$ cat src/rtl/dcache_mem_arbiter.sv
// Arbitrates two data-cache ports onto one burst memory interface (line fills and write-backs).
// Define DCACHE_ARB_RR_EN for round-robin arbitration of simultaneous requests; otherwise port 1 always wins.
module dcache_mem_arbiter #(
    parameter int unsigned ADDR_W = 64,
    parameter int unsigned DATA_W = 64,
    parameter int unsigned BEATS  = 8
) (
    input  logic                  clk,
    input  logic                  reset_n,
    input  logic [1:0]            req,
    input  logic [1:0]            we,
    input  logic [2*ADDR_W-1:0]   addr,
    input  logic [2*DATA_W-1:0]   wdata,
    output logic [1:0]            wnext,
    output logic [1:0]            rvalid,
    output logic [DATA_W-1:0]     rdata,
    output logic [1:0]            done,
    output logic [1:0]            stall_miss,
    output logic [1:0]            write_dirty,
    output logic                  mem_req,
    output logic                  mem_we,
    output logic [ADDR_W-1:0]     mem_addr,
    input  logic                  mem_ack,
    output logic [DATA_W-1:0]     mem_wdata,
    output logic                  mem_wlast,
    input  logic                  mem_wready,
    input  logic [DATA_W-1:0]     mem_rdata,
    input  logic                  mem_rvalid,
    input  logic                  mem_bvalid,
    output logic                  mem_bready
);

    localparam int unsigned CNT_W = $clog2(BEATS);
    localparam int unsigned OFF_W = $clog2(BEATS * DATA_W / 8);
    localparam logic [ADDR_W-1:0] LINE_MASK = ~((ADDR_W'(1) << OFF_W) - ADDR_W'(1));
    localparam logic [CNT_W-1:0]  LAST_BEAT = CNT_W'(BEATS - 1);

    typedef enum logic [2:0] {
        IDLE,
        ADDR,
        WDATA,
        WRESP,
        RDATA,
        DONE
    } state_e;

    state_e              state_q, state_d;
    logic                owner_q, owner_d;
    logic                we_q, we_d;
    logic [ADDR_W-1:0]   addr_q, addr_d;
    logic [CNT_W-1:0]    cnt_q, cnt_d;
    logic                grant;
    logic [1:0]          own_oh;
`ifdef DCACHE_ARB_RR_EN
    // Most recently granted port; resets to port 2 so port 1 wins first.
    logic                last_q, last_d;
`endif

    always_ff @(posedge clk) begin
        if (!reset_n) begin
            state_q <= IDLE;
            owner_q <= 1'b0;
            we_q    <= 1'b0;
            addr_q  <= '0;
            cnt_q   <= '0;
`ifdef DCACHE_ARB_RR_EN
            last_q  <= 1'b1;
`endif
        end else begin
            state_q <= state_d;
            owner_q <= owner_d;
            we_q    <= we_d;
            addr_q  <= addr_d;
            cnt_q   <= cnt_d;
`ifdef DCACHE_ARB_RR_EN
            last_q  <= last_d;
`endif
        end
    end

    always_comb begin
        state_d = state_q;
        owner_d = owner_q;
        we_d    = we_q;
        addr_d  = addr_q;
        cnt_d   = cnt_q;
`ifdef DCACHE_ARB_RR_EN
        last_d  = last_q;
        grant   = (req == 2'b11) ? ~last_q : ~req[0];
`else
        grant   = ~req[0];
`endif
        own_oh      = owner_q ? 2'b10 : 2'b01;
        mem_req     = 1'b0;
        mem_we      = 1'b0;
        mem_addr    = '0;
        mem_wdata   = '0;
        mem_wlast   = 1'b0;
        mem_bready  = 1'b0;
        wnext       = '0;
        rvalid      = '0;
        rdata       = '0;
        done        = '0;

        case (state_q)
            IDLE: begin
                if (|req) begin
                    owner_d = grant;
                    we_d    = we[grant];
                    addr_d  = (grant ? addr[2*ADDR_W-1:ADDR_W] : addr[ADDR_W-1:0]) & LINE_MASK;
                    state_d = ADDR;
`ifdef DCACHE_ARB_RR_EN
                    last_d  = grant;
`endif
                end
            end
            ADDR: begin
                mem_req  = 1'b1;
                mem_we   = we_q;
                mem_addr = addr_q;
                if (mem_ack) begin
                    cnt_d   = '0;
                    state_d = we_q ? WDATA : RDATA;
                end
            end
            WDATA: begin
                mem_wdata = owner_q ? wdata[2*DATA_W-1:DATA_W] : wdata[DATA_W-1:0];
                mem_wlast = (cnt_q == LAST_BEAT);
                if (mem_wready) begin
                    wnext = own_oh;
                    cnt_d = cnt_q + CNT_W'(1);
                    if (cnt_q == LAST_BEAT) state_d = WRESP;
                end
            end
            WRESP: begin
                mem_bready = 1'b1;
                if (mem_bvalid) state_d = DONE;
            end
            RDATA: begin
                rdata  = mem_rdata;
                rvalid = mem_rvalid ? own_oh : 2'b00;
                if (mem_rvalid) begin
                    cnt_d = cnt_q + CNT_W'(1);
                    if (cnt_q == LAST_BEAT) state_d = DONE;
                end
            end
            DONE: begin
                done    = own_oh;
                state_d = IDLE;
            end
            default: state_d = IDLE;
        endcase

        stall_miss  = req & ~we & ~done;
        write_dirty = req & we & ~done;
    end

endmodule

$ cat config.mk
export PLATFORM = sky130hd
export DESIGN_NAME = dcache_mem_arbiter
export DESIGN_NICKNAME = d
export VERILOG_FILES = /design/src/rtl/dcache_mem_arbiter.sv
export SDC_FILE = /design/constraint.sdc
export NUM_CORES = 1
export LEC_CHECK = 0
export BUFFER_PORTS_ARGS = -buffer_cell sky130_fd_sc_hd__buf_2
export CORE_AREA = 2 2 207 209
export CTS_CLUSTER_DIAMETER = 80
export DETAILED_ROUTE_END_ITERATION = 16
export DIE_AREA = 0 0 209 211
export PLACE_DENSITY = 0.39
export SLEW_MARGIN = 20
export SYNTH_ARGS = -nofsm -noshare
export SYNTH_HDL_FRONTEND = slang
export SYNTH_SLANG_ARGS = --single-unit
$ cat constraint.sdc
create_clock -name clk -period 1.7 [get_ports clk]
set_clock_uncertainty 0.15 [all_clocks]
set_input_delay 0.34 -clock clk [delete_from_list [all_inputs] [get_ports clk]]
set_output_delay 0.34 -clock clk [all_outputs]
set_load 0.05 [all_outputs]
[Word level (Yosys, flattened, before mapping)]
Index checks and enable logic that the tools add are counted.
W data, S select, Z words.
Storage, ports and cells
  register bits: 66
  logic and storage cells: 63
  input bits: 330
  output and inout port bits: 206
Operators by class
  equality and inequality tests: 13
  reductions and logical operators: 6
  magnitude comparators: 1
  bitwise gates (word level): 7
  muxes and demuxes: 30
  add/subtract/negate cells: 1
Operator list (number)
  $mux W64: 5
  $mux W3: 11
  $pmux W3 S5: 1
  $ne A2 B2 Y1 const B: 7
  $mux W2: 6
  $eq A3 B3 Y1 const B: 3
  $pmux W3 S3: 1
  $and A2 B2 Y2: 4
  $reduce_and A7 Y1: 1
  $eq A3 B2 Y1 const B: 2
  $mux W1: 6
  $not A2 Y2: 2
  $reduce_and A4 Y1: 1
  $add A3 B1 Y3 const B: 1
  $eq A3 B1 Y1 const B: 1
  $logic_not A3 Y1: 1
  $reduce_bool A3 Y1: 1
  $lt A1 B2 Y1 const B: 1
  $reduce_and A2 Y1: 1
  $reduce_or A2 Y1: 1
  $not A1 Y1: 1

[Logic depth before layout (Yosys ltp)]
  depth in word-level cells: 4
  mapped depth: 7
  gate-level depth less buffers: 6

[Worst setup path after synthesis]
OpenSTA, ideal clock, no wires.
  path kind: flip-flop to output port
  from: register state_q[0]
  to: output port stall_miss[0]
  buffers on the path: 1
  required time: 1.210 ns
  setup slack: -1.711 ns
  arrival: 2.921 ns
  cell stages (with the launch flop): 5
  cells stage by stage: dfxtp_1 buf_2 clkinv_1 nor4_1 nor3b_1
On the way
  longest elaborated chain between the ends: 4
RTL lines
  from (decl): line 47  | state_e state_q, state_d;
  from (signal assigned): line 70  | state_q <= state_d;
  $eq A3 B3 Y1: line 105  | case (state_q)
  $mux W2: line 105
  via done[0]: line 17  | output logic [1:0] done,
  $not A2 Y2: line 154  | stall_miss = req & ~we & ~done;
  $and A2 B2 Y2: line 154
  to (decl): line 18  | output logic [1:0] stall_miss,
The timed path passes the listed nets, and every way through them passes these cells.

[Final worst setup path]
  from: register state_q[1]
  to: output port rdata[17]
On the way
  longest elaborated chain between the ends: 2
RTL lines
  $eq A3 B3 Y1: line 105
  $mux W64: line 105
  to (decl): line 16  | output logic [DATA_W-1:0] rdata,
Every way passes these cells.

==> summary.txt <==
Yosys
  • Synth area leaders: dfxtp_1 (26%), mux2i_1 (24%), nor2_1 (9.5%)
  • Post-synthesis adder-cell area fraction: 0.488%
  • Mux cell area share after synthesis: 24.4%
  • Avg Inst Size Synth: 8.12 sq um
  • Synth Area in Compound Gates: 13.7%
  • Post-synthesis sequential area ratio: 25.8%
  • Area leader, netlist: dfxtp_1
  • Yosys warnings: 0
  • XOR/XNOR Fraction of Synth Area: 0%
  • Syn Inst Count: 631
  • Post-synthesis sequential element count: 66
  • Cell Area, Synth: 5120 sq um
  • Post-synth cell types: 42
  • Share of the synthesized area in the top cell type: 25.8%
  • Largest family of logic cells by synthesized area: simple AND/OR/NAND/NOR gates
  • Simple-gate share of the synthesized area: 27.9%

Placed design
  • Dpl ws: -0.284 ns
  • Placed cells: 1,681
  • Port buffer count: 517
  • Final GP Congestion: 0.813
  • Area after DPL: 9860 sq um
  • HPWL reported at the end of detailed placement: 23,400 um

Critical path
  • R2R Path Start: state_q[2]$_SDFFE_PN0P_
  • Worst-path cell chain: buf_6, nor3b_4, buf_6, clkbuf_16, and2_4, buf_8
  • Crit Path Max Fanout: 8
  • Crit path from: state_q[1]$_SDFFE_PN0P_
  • R2R setup slack: -0.20 ns
  • Slowest cell on the critical path: dfxtp_2
  • CP dominant cell by count: buf_6
  • CP Launch Type: flip-flop
  • CP Capture Type: primary output
  • WS Path Type: reg2out
  • Worst EP arrival: 1.74 ns
  • R2r worst-path depth: 9
  • Req. time, crit path: 1.21 ns
  • CP max stage delay: 0.33 ns
  • Capturing point of the worst reg2reg path: addr_q[25]$_SDFFE_PN0P_
  • CP Capture Point: rdata[17]

Timing
  • Unrepaired setup endpoints after global routing: yes
  • Slew Limit Fails: 0
  • Period minus WS final: 2.23 ns
  • Fin. Hold Viols: 0
  • Fmax achieved: 449 MHz
  • Hold slack: 0.145 ns
  • Period utilization: 131%
  • Final worst slack: -0.529 ns
  • Final setup vio count: 264

Floorplan
  • Chip height: 211 um
  • Core region area: 41,800 sq um
  • Die area: 44,100 sq um
  • Initial core utilization: 12.3%
  • Die width: 209 um
  • Site row count: 75
  • I/O Pins: 536

Clocking
  • Worst-Skew Late Latency: 0.34 ns
  • Worst-path clk slew: 0.06 ns
  • Clk buf depth: 2
  • CTS Hold Bufs: 0
  • # clock sinks: 66
  • CTS buffer count: 9
  • H-Tree Depth: 3
  • Root Driver: clkbuf_16
  • CTS tree: done

Global routing
  • GRT Overall Usage: 13.1%
  • Initial antenna violation count: 7
  • First-pass GRT wire length: 43,300 um
  • Vias in the first global route: 6,884
  • Largest net degree at the start of global routing: 61
  • Grt ovf: 0

Finish
  • Nets: 1,571
  • Filler Cell Count: 4,272
  • Final instance area: 13,800 sq um
  • Fin util: 33.2%
  • Final non-filler cell total: 1,787
  • Area growth, synth to finish: 170%
  • Layout cell share with drive strength beyond 1: 78.9%

Routing
  • Routed WL: 35,300 um
  • Drt initial violations: 209
  • Avg Vias per Cell: 4.02
  • Mean routed wirelength per cell: 19.8 um
  • Vias: 7,184
  • DRC viols: 0
  • Total iterations of the first detailed-routing run: 6
  • Routed Antenna Nets: 0

Pwr
  • Leakage: 6.15 nW
  • Worst VDD drop: 0.000524 V
  • Pwr dens: 1320 nW/um^2

Run status
  • Status: complete, but fails checks
  • Failing checks: setup timing

Min path
  • Hold Path Class: in2reg

Flow run
  • Total of max-cap violations: 0
==> kinds of logic after synthesis <==
kind of cell	count (synthesis)
AOI/OAI and AO/OA	81
adders and majority gates	2
buffers and inverters	76
DFF	66
muxes	125
other	1
and+or+nand+nor	280
==> metrics by stage <==
step | TNS, ns | power (W)
CTS | -103.05 | 0.0150
finish | -97.32 | 0.0183
global route | -118.26 | 0.0192
global placement | -34.23 | 0.0111
floorplan | -17.00 | 0.00868
detailed placement | -34.33 | 0.0112
==> worst min path at each step <==
stage,startpoint,endpoint,slack (ns),cells after the start
5_1_grt,reset_n,state_q[0]$_SDFFE_PN0P_,0.15,3
4_1_cts,reset_n,state_q[0]$_SDFFE_PN0P_,0.12,3
2_1_floorplan,cnt_q[1]$_SDFFE_PN0P_,cnt_q[1]$_SDFFE_PN0P_,0.30,1
3_3_place_gp,cnt_q[1]$_SDFFE_PN0P_,cnt_q[1]$_SDFFE_PN0P_,0.32,1
3_5_place_dp,cnt_q[1]$_SDFFE_PN0P_,cnt_q[1]$_SDFFE_PN0P_,0.32,1
6_report,reset_n,state_q[0]$_SDFFE_PN0P_,0.15,3
==> Yosys cell counts, drive strengths merged <==
cell type,count
o32ai,1
a221oi,1
or3,1
and3,61
mux2i,124
and2,64
a32o,1
conb,1
clkbuf,26
nor3,5
nand3,3
buf,44
a211oi,62
and3b,1
nand2,5
o211a,1
a22o,3
and4,1
a21oi,4
a31oi,1
nor4,1
mux2,1
ha,2
nor2,130
nor2b,4
o21ai,3
a2bb2oi,1
dfxtp,66
inv,5
clkinv,1
nor3b,3
and2b,1
a22oi,3
==> where the power goes <==
| group | internal, W | switching (W) |
|---|---|---|
| logic | 0.00676 | 0.00693 |
| registers | 0.00223 | 0.000468 |
| clock network | 0.00110 | 0.000792 |
| total | 0.0101 | 0.00819 |
==> critical path, delay by kind of cell, from the launching register on <==
kind / cells / cell delay (ns)
buf+inv: 4 / 0.66
flops: 1 / 0.33
simple gates: 2 / 0.41
==> layer usage <==
metal | track usage [%] | vias to the layer above | share of wire [%]
met3 | 3.61 | 19 | 6.3
met5 | 0 | - | 0.037
li1 | - | 3440 | -
met2 | 23.1 | 288 | 51
met1 | 15.4 | 3435 | 41
met4 | 4.11 | 2 | 1.5
==> repair_timing <==
action | CTS | global route
setup endpoints to repair | 265 | 265
pin swaps | 2 | 74
resized for setup | 404 | 255
cloned | 7 | 35
setup buffers | 16 | 30
==> layout by cell type (no fill, tap or decap), types with 2 or more instances in the layout <==
cell       synthesis  final
diode_2            0      4
conb_1             1      6
dfxtp_4            0      3
clkinv_2           0      2
a211oi_2          20     43
buf_2             23    316
o21ai_0            3      2
dfxtp_1           66     62
and3_4             0     59
a22o_1             3      3
nand2_1            5      3
nor3b_4            0      2
nand2_8            0      2
a21oi_1            4      4
mux2i_2            0     11
and2_2             0     14
clkbuf_8           0      3
buf_8              0    123
nor2b_4            0      2
and2_4             0     50
buf_12             0     44
buf_4             14     65
nor3_4             0      3
a22oi_1            3      2
a211oi_1          42     19
buf_16             0     11
inv_2              1      2
clkbuf_16          0     34
buf_6              3     73
nor2_1           130     51
nor3_1             4      2
mux2i_4            0     15
inv_4              0      3
mux2i_1          124     98
clkbuf_4           0      4
nor2_4             0     72
nor2_2             0      7
nand3_1            3      2
==> layout make-up <==
| type | count | area [sq um] | share of cell area (%) |
|---|---|---|---|
| repair buffers | 661 | 6580 | 47.5 |
| multi-input cells | 495 | 4920 | 35.5 |
| flip-flops and latches | 66 | 1330 | 9.63 |
| well taps | 539 | 674 | 4.87 |
| clock buffers | 12 | 267 | 1.92 |
| inverters | 6 | 40.0 | 0.289 |
| clock inverters | 4 | 23.8 | 0.172 |
| diodes | 4 | 10.0 | 0.0723 |
==> flip-flops by register name, summed over array words and instances (netlist names) <==
| register | count |
|---|---|
| addr_q | 58 |
| cnt_q | 3 |
| state_q | 3 |
| owner_q | 1 |
| we_q | 1 |
Note: power is estimated with default switching activity, not from simulation.
